<file path="config.mk">
export PLATFORM = sky130hd
export DESIGN_NAME = aurora_rx_cmd_decoder
export DESIGN_NICKNAME = d
export VERILOG_FILES = /design/src/rtl/aurora_cmd_pkg.sv /design/src/rtl/aurora_rsp_fifo.sv /design/src/rtl/aurora_rx_cmd_decoder.sv
export SDC_FILE = /design/constraint.sdc
export NUM_CORES = 2
export LEC_CHECK = 0
export ABC_AREA = 1
export BUFFER_PORTS_ARGS = -buffer_cell sky130_fd_sc_hd__buf_4
export CAP_MARGIN = 20
export CORE_AREA = 2 2 378 380
export CTS_BUF_LIST = sky130_fd_sc_hd__clkbuf_4 sky130_fd_sc_hd__clkbuf_8 sky130_fd_sc_hd__clkbuf_16
export DETAILED_ROUTE_END_ITERATION = 8
export DIE_AREA = 0 0 380 382
export PLACE_DENSITY = 0.72
export SYNTH_ARGS = -nofsm -noshare
export SYNTH_HDL_FRONTEND = slang
export SYNTH_SLANG_ARGS = --single-unit
</file>
<file path="constraint.sdc">
create_clock -name user_clk_i -period 3.8 [get_ports user_clk_i]
set_clock_uncertainty 0.05 [all_clocks]
set_input_delay 0.76 -clock user_clk_i [delete_from_list [all_inputs] [get_ports user_clk_i]]
set_output_delay 0.76 -clock user_clk_i [all_outputs]
set_load 0.01 [all_outputs]
</file>
<file path="src/rtl/aurora_cmd_pkg.sv">
// Shared constants, word layouts and checksum helper for the Aurora RX command decoder.
package aurora_cmd_pkg;

    localparam logic [7:0] SOF_CMD      = 8'hA5;
    localparam logic [7:0] SOF_RSP      = 8'h5A;

    localparam logic [7:0] OP_WRITE     = 8'h01;
    localparam logic [7:0] OP_READ      = 8'h02;
    localparam logic [7:0] OP_PING      = 8'h03;
    localparam logic [7:0] OP_CLR_STATS = 8'h04;

    localparam logic [7:0] ST_OK        = 8'h00;
    localparam logic [7:0] ST_BAD_OP    = 8'h01;
    localparam logic [7:0] ST_BAD_ADDR  = 8'h02;

    localparam int SOF_LSB  = 56;
    localparam int OP_LSB   = 48;
    localparam int ADDR_LSB = 40;
    localparam int DATA_LSB = 8;

    typedef struct packed {
        logic [7:0]  sof;
        logic [7:0]  op;
        logic [7:0]  addr;
        logic [31:0] data;
        logic [7:0]  status;
    } rsp_word_t;

    // XOR of every byte above the check byte
    function automatic logic [7:0] calc_chk(input logic [63:0] w);
        logic [7:0] c;
        c = '0;
        for (int i = DATA_LSB; i < 64; i += 8) c = c ^ w[i +: 8];
        return c;
    endfunction

endpackage

</file>
<file path="src/rtl/aurora_rsp_fifo.sv">
// Response FIFO: RAM body plus a registered output word; total occupancy (RAM + output) is DEPTH.
module aurora_rsp_fifo #(
    parameter int DEPTH = 16,
    parameter int W     = 64
) (
    input  logic         user_clk_i,
    input  logic         peripheral_aresetn,
    input  logic         i_push,
    input  logic [W-1:0] i_data,
    input  logic         i_pop,
    output logic [W-1:0] o_data,
    output logic         o_valid,
    output logic         o_full,
    output logic         o_empty
);
    localparam int PW = $clog2(DEPTH);

    logic [W-1:0]  r_mem [DEPTH];
    logic [PW-1:0] r_wr_ptr, r_rd_ptr;
    logic [PW:0]   r_mem_cnt;
    logic          r_out_vld;
    logic [W-1:0]  r_out_data;
    logic          w_load;
    logic [PW:0]   w_occ;

    // The output word only changes when it is empty or being taken
    assign w_load  = (r_mem_cnt != '0) && (!r_out_vld || i_pop);
    assign w_occ   = r_mem_cnt + (PW+1)'(r_out_vld);
    assign o_full  = (w_occ == (PW+1)'(DEPTH));
    assign o_empty = !r_out_vld && (r_mem_cnt == '0);
    assign o_valid = r_out_vld;
    assign o_data  = r_out_data;

    always_ff @(posedge user_clk_i) begin
        if (i_push) r_mem[r_wr_ptr] <= i_data;
    end

    always_ff @(posedge user_clk_i or negedge peripheral_aresetn) begin
        if (!peripheral_aresetn) begin
            r_wr_ptr   <= '0;
            r_rd_ptr   <= '0;
            r_mem_cnt  <= '0;
            r_out_vld  <= 1'b0;
            r_out_data <= '0;
        end else begin
            if (i_push) r_wr_ptr <= r_wr_ptr + PW'(1);
            if (w_load) begin
                r_rd_ptr   <= r_rd_ptr + PW'(1);
                r_out_data <= r_mem[r_rd_ptr];
                r_out_vld  <= 1'b1;
            end else if (i_pop) begin
                r_out_vld  <= 1'b0;
            end
            r_mem_cnt <= r_mem_cnt + (PW+1)'(i_push) - (PW+1)'(w_load);
        end
    end

endmodule

</file>
<file path="src/rtl/aurora_rx_cmd_decoder.sv">
// Aurora RX command decoder: S1 capture, S2 decode, then execute into shadow regs and queue a response.
// Optional: define AURORA_RX_CHECKSUM_EN to verify the check byte (otherwise only SOF is checked).
module aurora_rx_cmd_decoder
    import aurora_cmd_pkg::*;
#(
    parameter int REG_COUNT = 16,
    parameter int RSP_DEPTH = 16,
    parameter int CNT_W     = 16
) (
    input  logic                   user_clk_i,
    input  logic                   peripheral_aresetn,
    input  logic                   channel_up,
    input  logic [63:0]            rx_tdata,
    input  logic                   rx_tvalid,
    output logic [REG_COUNT*32-1:0] ctrl_regs,
    output logic [REG_COUNT-1:0]   wr_strobe,
    output logic [63:0]            rsp_tdata,
    output logic                   rsp_tvalid,
    input  logic                   rsp_tready,
    output logic [31:0]            cmd_cnt,
    output logic [CNT_W-1:0]       err_cnt,
    output logic [CNT_W-1:0]       drop_cnt
);
    localparam int AW = (REG_COUNT > 1) ? $clog2(REG_COUNT) : 1;

    logic                         r_s1_vld;
    logic [63:0]                  r_s1_word;
    logic                         r_s2_vld, r_s2_well;
    logic [7:0]                   r_s2_op, r_s2_addr;
    logic [31:0]                  r_s2_data;
    logic [REG_COUNT-1:0][31:0]   r_regs;
    logic [REG_COUNT-1:0]         r_wr_strobe;
    logic [31:0]                  r_cmd_cnt;
    logic [CNT_W-1:0]             r_err_cnt, r_drop_cnt;

    logic            w_chk_ok, w_s1_well, w_in_range, w_push, w_pop, w_full, w_drop, w_clr;
    logic [AW-1:0]   w_idx;
    logic [7:0]      w_status;
    logic [31:0]     w_rsp_data;
    rsp_word_t       w_rsp;
    logic            w_unused_fifo_empty;

`ifdef AURORA_RX_CHECKSUM_EN
    assign w_chk_ok = (r_s1_word[7:0] == calc_chk(r_s1_word));
`else
    logic w_unused_chk;
    assign w_unused_chk = ^r_s1_word[7:0];
    assign w_chk_ok     = 1'b1;
`endif
    assign w_s1_well = (r_s1_word[SOF_LSB +: 8] == SOF_CMD) && w_chk_ok;

    always_ff @(posedge user_clk_i or negedge peripheral_aresetn) begin
        if (!peripheral_aresetn) begin
            r_s1_vld  <= 1'b0;
            r_s1_word <= '0;
            r_s2_vld  <= 1'b0;
            r_s2_well <= 1'b0;
            r_s2_op   <= '0;
            r_s2_addr <= '0;
            r_s2_data <= '0;
        end else begin
            r_s1_vld <= rx_tvalid && channel_up;
            if (rx_tvalid && channel_up) r_s1_word <= rx_tdata;
            r_s2_vld <= r_s1_vld;
            if (r_s1_vld) begin
                r_s2_well <= w_s1_well;
                r_s2_op   <= r_s1_word[OP_LSB +: 8];
                r_s2_addr <= r_s1_word[ADDR_LSB +: 8];
                r_s2_data <= r_s1_word[DATA_LSB +: 32];
            end
        end
    end

    assign w_in_range = ({24'd0, r_s2_addr} < 32'(REG_COUNT));
    assign w_idx      = r_s2_addr[AW-1:0];

    // Reads see the register file as of this cycle, so a WRITE one cycle ahead is already visible
    always_comb begin
        w_status   = ST_OK;
        w_rsp_data = r_s2_data;
        case (r_s2_op)
            OP_WRITE: if (!w_in_range) w_status = ST_BAD_ADDR;
            OP_READ: begin
                w_rsp_data = w_in_range ? r_regs[w_idx] : '0;
                if (!w_in_range) w_status = ST_BAD_ADDR;
            end
            OP_PING, OP_CLR_STATS: ;
            default: begin
                w_status   = ST_BAD_OP;
                w_rsp_data = '0;
            end
        endcase
        w_rsp = '{sof: SOF_RSP, op: r_s2_op, addr: r_s2_addr, data: w_rsp_data, status: w_status};
    end

    assign w_push = r_s2_vld && r_s2_well;
    assign w_pop  = rsp_tvalid && rsp_tready;
    assign w_drop = w_push && w_full && !w_pop;
    assign w_clr  = w_push && (r_s2_op == OP_CLR_STATS);

    always_ff @(posedge user_clk_i or negedge peripheral_aresetn) begin
        if (!peripheral_aresetn) begin
            r_regs      <= '0;
            r_wr_strobe <= '0;
            r_cmd_cnt   <= '0;
            r_err_cnt   <= '0;
            r_drop_cnt  <= '0;
        end else begin
            r_wr_strobe <= '0;
            if (w_push && (r_s2_op == OP_WRITE) && w_in_range) begin
                r_regs[w_idx]      <= r_s2_data;
                r_wr_strobe[w_idx] <= 1'b1;
            end
            if (w_push) r_cmd_cnt <= r_cmd_cnt + 32'd1;
            if (w_clr) begin
                r_err_cnt  <= '0;
                r_drop_cnt <= '0;
            end else begin
                if (r_s2_vld && !r_s2_well && (r_err_cnt != {CNT_W{1'b1}}))
                    r_err_cnt <= r_err_cnt + CNT_W'(1);
                if (w_drop && (r_drop_cnt != {CNT_W{1'b1}}))
                    r_drop_cnt <= r_drop_cnt + CNT_W'(1);
            end
        end
    end

    aurora_rsp_fifo #(.DEPTH(RSP_DEPTH), .W(64)) u_rsp_fifo (
        .user_clk_i         (user_clk_i),
        .peripheral_aresetn (peripheral_aresetn),
        .i_push             (w_push && !w_drop),
        .i_data             (w_rsp),
        .i_pop              (w_pop),
        .o_data             (rsp_tdata),
        .o_valid            (rsp_tvalid),
        .o_full             (w_full),
        .o_empty            (w_unused_fifo_empty)
    );

    assign ctrl_regs = r_regs;
    assign wr_strobe = r_wr_strobe;
    assign cmd_cnt   = r_cmd_cnt;
    assign err_cnt   = r_err_cnt;
    assign drop_cnt  = r_drop_cnt;

endmodule

</file>
=== Yosys cells after proc, flatten, opt, wreduce, memory -nomap -nowiden ===
Memories as Yosys holds them, arrays and structs flattened. A register that Yosys moved wholly into a read port is not among the register bits.
Cells that the tools add are included.

* Register bits: 785
* Bits in writable memories: 800
* Input port bits: 69
* Output and inout port bits: 657
* Memories kept: 1

{| class="wikitable"
|+ Memory list
! memory !! depth !! width !! read ports !! clocked after memory_dff !! write ports !! RTL line !! text
|-
| u_rsp_fifo.r_mem || 16 || 50 || 1 || 1 || 1 || aurora_rsp_fifo.sv:18 || <nowiki>logic [W-1:0] r_mem [DEPTH];</nowiki>
|}

* Add/subtract/negate cells: 8
* $lt $le $gt $ge: 3
* Eq/ne operators: 8
* Muxes and demuxes: 20
* Reduce and logical (&&, ||, !) cells: 27

{| class="wikitable"
|+ Operators by type and width
! kind !! count
|-
| $bwmux W512 || 1
|-
| $bmux W32 S4 || 1
|-
| $demux W32 S4 || 1
|-
| $mux W32 || 3
|-
| $mux W16 || 5
|-
| $pmux W32 S2 || 1
|-
| $add A16 B1 Y16 const B || 2
|-
| $add A32 B1 Y32 const B || 1
|-
| $ne A16 B16 Y1 const B || 2
|-
| $eq A8 B2 Y1 const B || 2
|-
| $logic_and A1 B1 Y1 || 14
|-
| $add A5 B1 Y5 || 2
|-
| $add A4 B1 Y4 const B || 2
|-
| $eq A8 B1 Y1 const B || 1
|-
| $eq A8 B3 Y1 const B || 1
|-
| $eq A8 B8 Y1 const B || 1
|-
| $lt A8 B5 Y1 const B || 1
|-
| $reduce_bool A2 Y1 || 3
|-
| $eq A5 B5 Y1 const B || 1
|-
| $logic_not A1 Y1 || 5
|-
| $lt A4 B5 Y1 const B || 1
|-
| $mux W1 || 5
|-
| $reduce_bool A5 Y1 || 1
|-
| $sub A5 B1 Y5 || 1
|-
| 7 further kinds || 8
|}

=== Depth between registers and ports, before layout ===
* Word-level depth: 8
* Depth in mapped cells: 16
* Depth with buffers taken out: 16

=== Hierarchy ===
Synthesis repeated with hierarchy kept, for this count alone.

* Cells, all modules: 8688
* Area total of the unflattened synthesis: 79671.4 um2

{| class="wikitable"
|+ Modules (own cells, without submodules)
! module !! instances !! cells an instance !! area an instance (um2) !! sequential area each (um2)
|-
| aurora_rsp_fifo || 1 || 3725 || 44099.8 || 32701.4
|-
| aurora_rx_cmd_decoder || 1 || 4963 || 35571.6 || 17491.8
|}

=== Worst setup path before layout ===
No wires, ideal clock.

* Path type: flip-flop to flip-flop
* From: register u_rsp_fifo.r_out_vld (netlist: u_rsp_fifo.o_valid)
* To: register u_rsp_fifo.r_mem[11][0] (netlist name)
* Data arrival time: 3.589 ns
* Path slack: -0.296 ns
* Cell stages (with the launch flop): 11
* Period minus slack after synthesis: 4.096 ns
* Cell sequence: dfrtp_1 -> ha_1 -> ha_1 -> nor2_1 -> nand3_1 -> nor2_1 -> nand2_1 -> nand2_1 -> inv_2 -> nand2_1 -> nor2_1

{| class="wikitable"
|+ RTL lines
! item !! RTL line !! text
|-
| start: declaration || aurora_rsp_fifo.sv:21 || <nowiki>logic r_out_vld;</nowiki>
|-
| start signal: assignment || aurora_rsp_fifo.sv:43 || <nowiki>r_out_vld <= 1'b0;</nowiki>
|-
| start signal: assignment || aurora_rsp_fifo.sv:50 || <nowiki>r_out_vld <= 1'b1;</nowiki>
|-
| start signal: assignment || aurora_rsp_fifo.sv:52 || <nowiki>r_out_vld <= 1'b0;</nowiki>
|}

==> results.yml <==
outcome:
  status: "completed"
finish:
  drive_above_1_share: 0.148
  nFillCells: 11974
  area_delta_synth_final_pct: 18.8
  fin_nets: 8525
  stdcell_area_sq_um: 83500
sta:
  final.setup.worst_slack_ns: 0.513
  finalCriticalPeriod_ns: 3.29
  setup_viol: 0
  fin_hold_ws_ns: 0.0873
  fmax_mhz: 304
  max-slew-margin-rel: 0.159
  worstMarginPinSlew_ns: 1.26
  drv_slew: 0
  hold_viol_final: 0
  period_share: 0.865
  rsz0062_at_grt: "false"
logic_synthesis:
  synth_compound_gate_area_share: 0.00527
  synthAdderAreaFrac: 0.00349
  synthXorXnorAreaFrac: 0.00523
  syn-cell-area_sq_um: 70300
  ys.flop_type: "edfxtp_1"
  synth_simple_gate_area_share: 0.331
  synth_edf_count: 800
  synth_area_leader_cell: "edfxtp_1"
  synth_top_area_frac: 0.342
  async_reset_ff_frac: 0.488
  syn_avg_cell_area_sq_um: 8.84
  syn_inst: 7955
  yosysSeqAreaShare: 0.614
  synth_cell_types: 33
  synth_seq_cells: 1564
  synthMuxAreaShare: 0
  synth.area.top_cells: "edfxtp_1 (34%), dfrtp_1 (27%), nand2_1 (22%)"
  synth_warnings: 0
  synth_top_family_by_area: "simple AND/OR/NAND/NOR gates"
route:
  totalWireLength_microns: 265000
  postRouteAntennaNets: 0
  wl_per_cell_microns: 25.3
  vias: 61852
  drt-vias-per-instance: 5.91
  drt_first_pass_iters: 7
  drc: 0
  drtIter0Drc: 9175
pwr:
  power_density_nw_per_um2: 574
  power_mw: 47.9
  netSwitchingPower_mw: 16.5
  clockPowerShare: 0.345
  p_leak_nw: 40.3
  seqPwrFrac: 0.403
  p_int_mw: 31.4
  irDropWorstVdd_mv: 0.817
  swShare: 0.345
  combPwrFrac: 0.252
cts:
  root_buffer: "clkbuf_16"
  clkTransAtPathRegs_ns: 0.06
  clk_path_buf_depth: 3
  cts_buffers: 163
  holdBufCountCts: 1
  clock_latency_ns: 0.82
  cts_tree: "done"
  postCtsSetupBuffers: 0
  cts_resized: 0
  cts_htree_levels: 4
  clkSinkCount: 1564
die:
  initial_core_util: 0.499
  num_rows: 138
  ios: 726
  die_width_microns: 380
  dieArea_sq_um: 145000
  coreArea_sq_um: 141000
  fp.dieH_microns: 382
setup_path:
  critPathLaunchType: "flip-flop"
  critical_path_class: "reg2reg"
  cp-end-kind: "flip-flop"
  crit_required_ns: 4.26
  critical_path_arrival_ns: 3.75
  critPathMaxFanout: 50
  r2r_slack_ns: 0.51
place:
  placed_area_sq_um: 78000
  io_buffer_count: 707
  place.gp.congestion: 0.976
  hpwl_microns: 171000
  place_ws_ns: 0.574
global_routing:
  grt_pass1_vias: 57086
  grt_overflow: 0
  antenna_found_initial: 13
  grt_pass1_wl_microns: 384000
  track_usage: 0.356
  grt_max_degree: 203
flow_run:
  cap_viol_max_count: 0
hold_path:
  hold_path.class: "in2reg"
==> metal layers <==
metal  GRT usage  part of all wire  up-vias
met2       0.524              0.43     4319
met5           0           0.00010        -
li1            -                 -    27149
met3       0.116              0.14      774
met4       0.213             0.068        4
met1       0.461              0.36    29606
==> sequential cells by signal (all words and copies together) (netlist names) <==
register,count
u_rsp_fifo.o_data,51
cmd_cnt,32
r_s2_op,8
u_rsp_fifo.r_rd_ptr,4
r_s1_word,56
wr_strobe,16
r_s2_addr,8
r_s2_well,1
err_cnt,16
drop_cnt,16
r_s2_vld,1
r_s2_data,32
u_rsp_fifo.r_mem_cnt,5
ctrl_regs,512
r_s1_vld,1
u_rsp_fifo.o_valid,1
u_rsp_fifo.r_mem,800
u_rsp_fifo.r_wr_ptr,4
==> worst max-delay path: stages (launching register included) <==
cell	delay, ns
dfrtp_4	0.60
buf_4	0.55
nand2_1	0.22
nand2_1	0.13
nand2_1	0.05
nand2_1	0.14
nand2_1	0.07
nand2_1	0.41
o21ai_0	0.21
nand2_1	0.48
==> cells in the final DEF, fill, tap and decap left out, drive strengths merged, types with 10 or more instances in the layout <==
cell	Yosys	final
clkbuf	361	225
nor3	11	11
buf	242	909
nand3b	13	13
bufinv	0	14
o21ai	58	58
nand2	4166	4166
nand4	540	540
ha	18	18
dfrtp	764	764
edfxtp	800	800
nand3	668	668
conb	1	10
nor2	164	164
clkinv	4	48
inv	86	94
xor2	35	35
==> power by group through the flow <==
stage               combinational (mW)  clock [mW]  sequential, mW
detailed placement                11.8           0            19.6
finish                            12.1        16.5            19.3
CTS                               11.9        16.6            19.3
global route                      13.1        17.3            19.3
floorplan                         7.45           0            19.2
global placement                  11.6           0            19.6
==> path summary, 6_finish.rpt <==
check                                                     endpoint  cells after the start                 startpoint
worst max-delay path             u_rsp_fifo.r_mem[4][29]$_DFFE_PP_                      9   r_s2_addr[0]$_DFFE_PN0P_
worst min-delay path                     r_s1_word[35]$_DFFE_PN0P_                      3               rx_tdata[35]
worst max register to register   u_rsp_fifo.r_mem[4][29]$_DFFE_PP_                      9   r_s2_addr[0]$_DFFE_PN0P_
worst min register to register              r_s2_op[0]$_DFFE_PN0P_                      2  r_s1_word[48]$_DFFE_PN0P_
max in group asynchronous       u_rsp_fifo.r_rd_ptr[3]$_DFFE_PN0P_                      3         peripheral_aresetn
min in group asynchronous               ctrl_regs[437]$_DFFE_PN0P_                      2         peripheral_aresetn
==> Yosys cell counts (2+ instances only) <==
cell type and instances:
a21oi_1 4, nand3_1 657, xnor2_1 7, clkinv_1 4, nor3_2 2, o21ai_0 57, clkbuf_1 361, xor2_1 35
ha_1 18, buf_6 10, nand2_1 4166, edfxtp_1 800, buf_2 138, nor2_1 161, o21bai_1 7, nor4_1 2
buf_1 73, dfrtp_1 764, inv_2 7, nand3_2 11, buf_4 21, nand4_1 540, nor3_1 9, nor2_2 2
inv_1 79, nand3b_1 13
==> logic make-up (layout without fill, tap and decap cells) <==
group	after synthesis	after routing
AND/OR/NAND/NOR	5566	5566
flip-flops	1564	1564
adder cells (fa/ha/maj)	19	19
other	1	17
XOR/XNOR	42	42
AO/OA/AOI/OAI	70	70
buffers and inverters	693	1297
==> metrics by stage <==
stage	utilization	TNS, ns	cells
after floorplan	-	-191.55	7964
after global placement	0.553	0	10160
after detailed placement	0.553	0	10160
after CTS	0.593	0	10457
after global routing	0.593	0	10463
final	0.593	0	10465
==> cell type report <==
cell class	instances	area, sq um	area share
clock inverters	72	808	0.00968
clock buffers	224	4720	0.0565
well taps	1890	2360	0.0283
inverters	90	370	0.00443
repair buffers	911	7540	0.0903
flip-flops and latches	1564	43200	0.517
multi-input cells	5707	24500	0.294
diodes	7	17.5	0.000210
(Power assumes the default switching activity.)
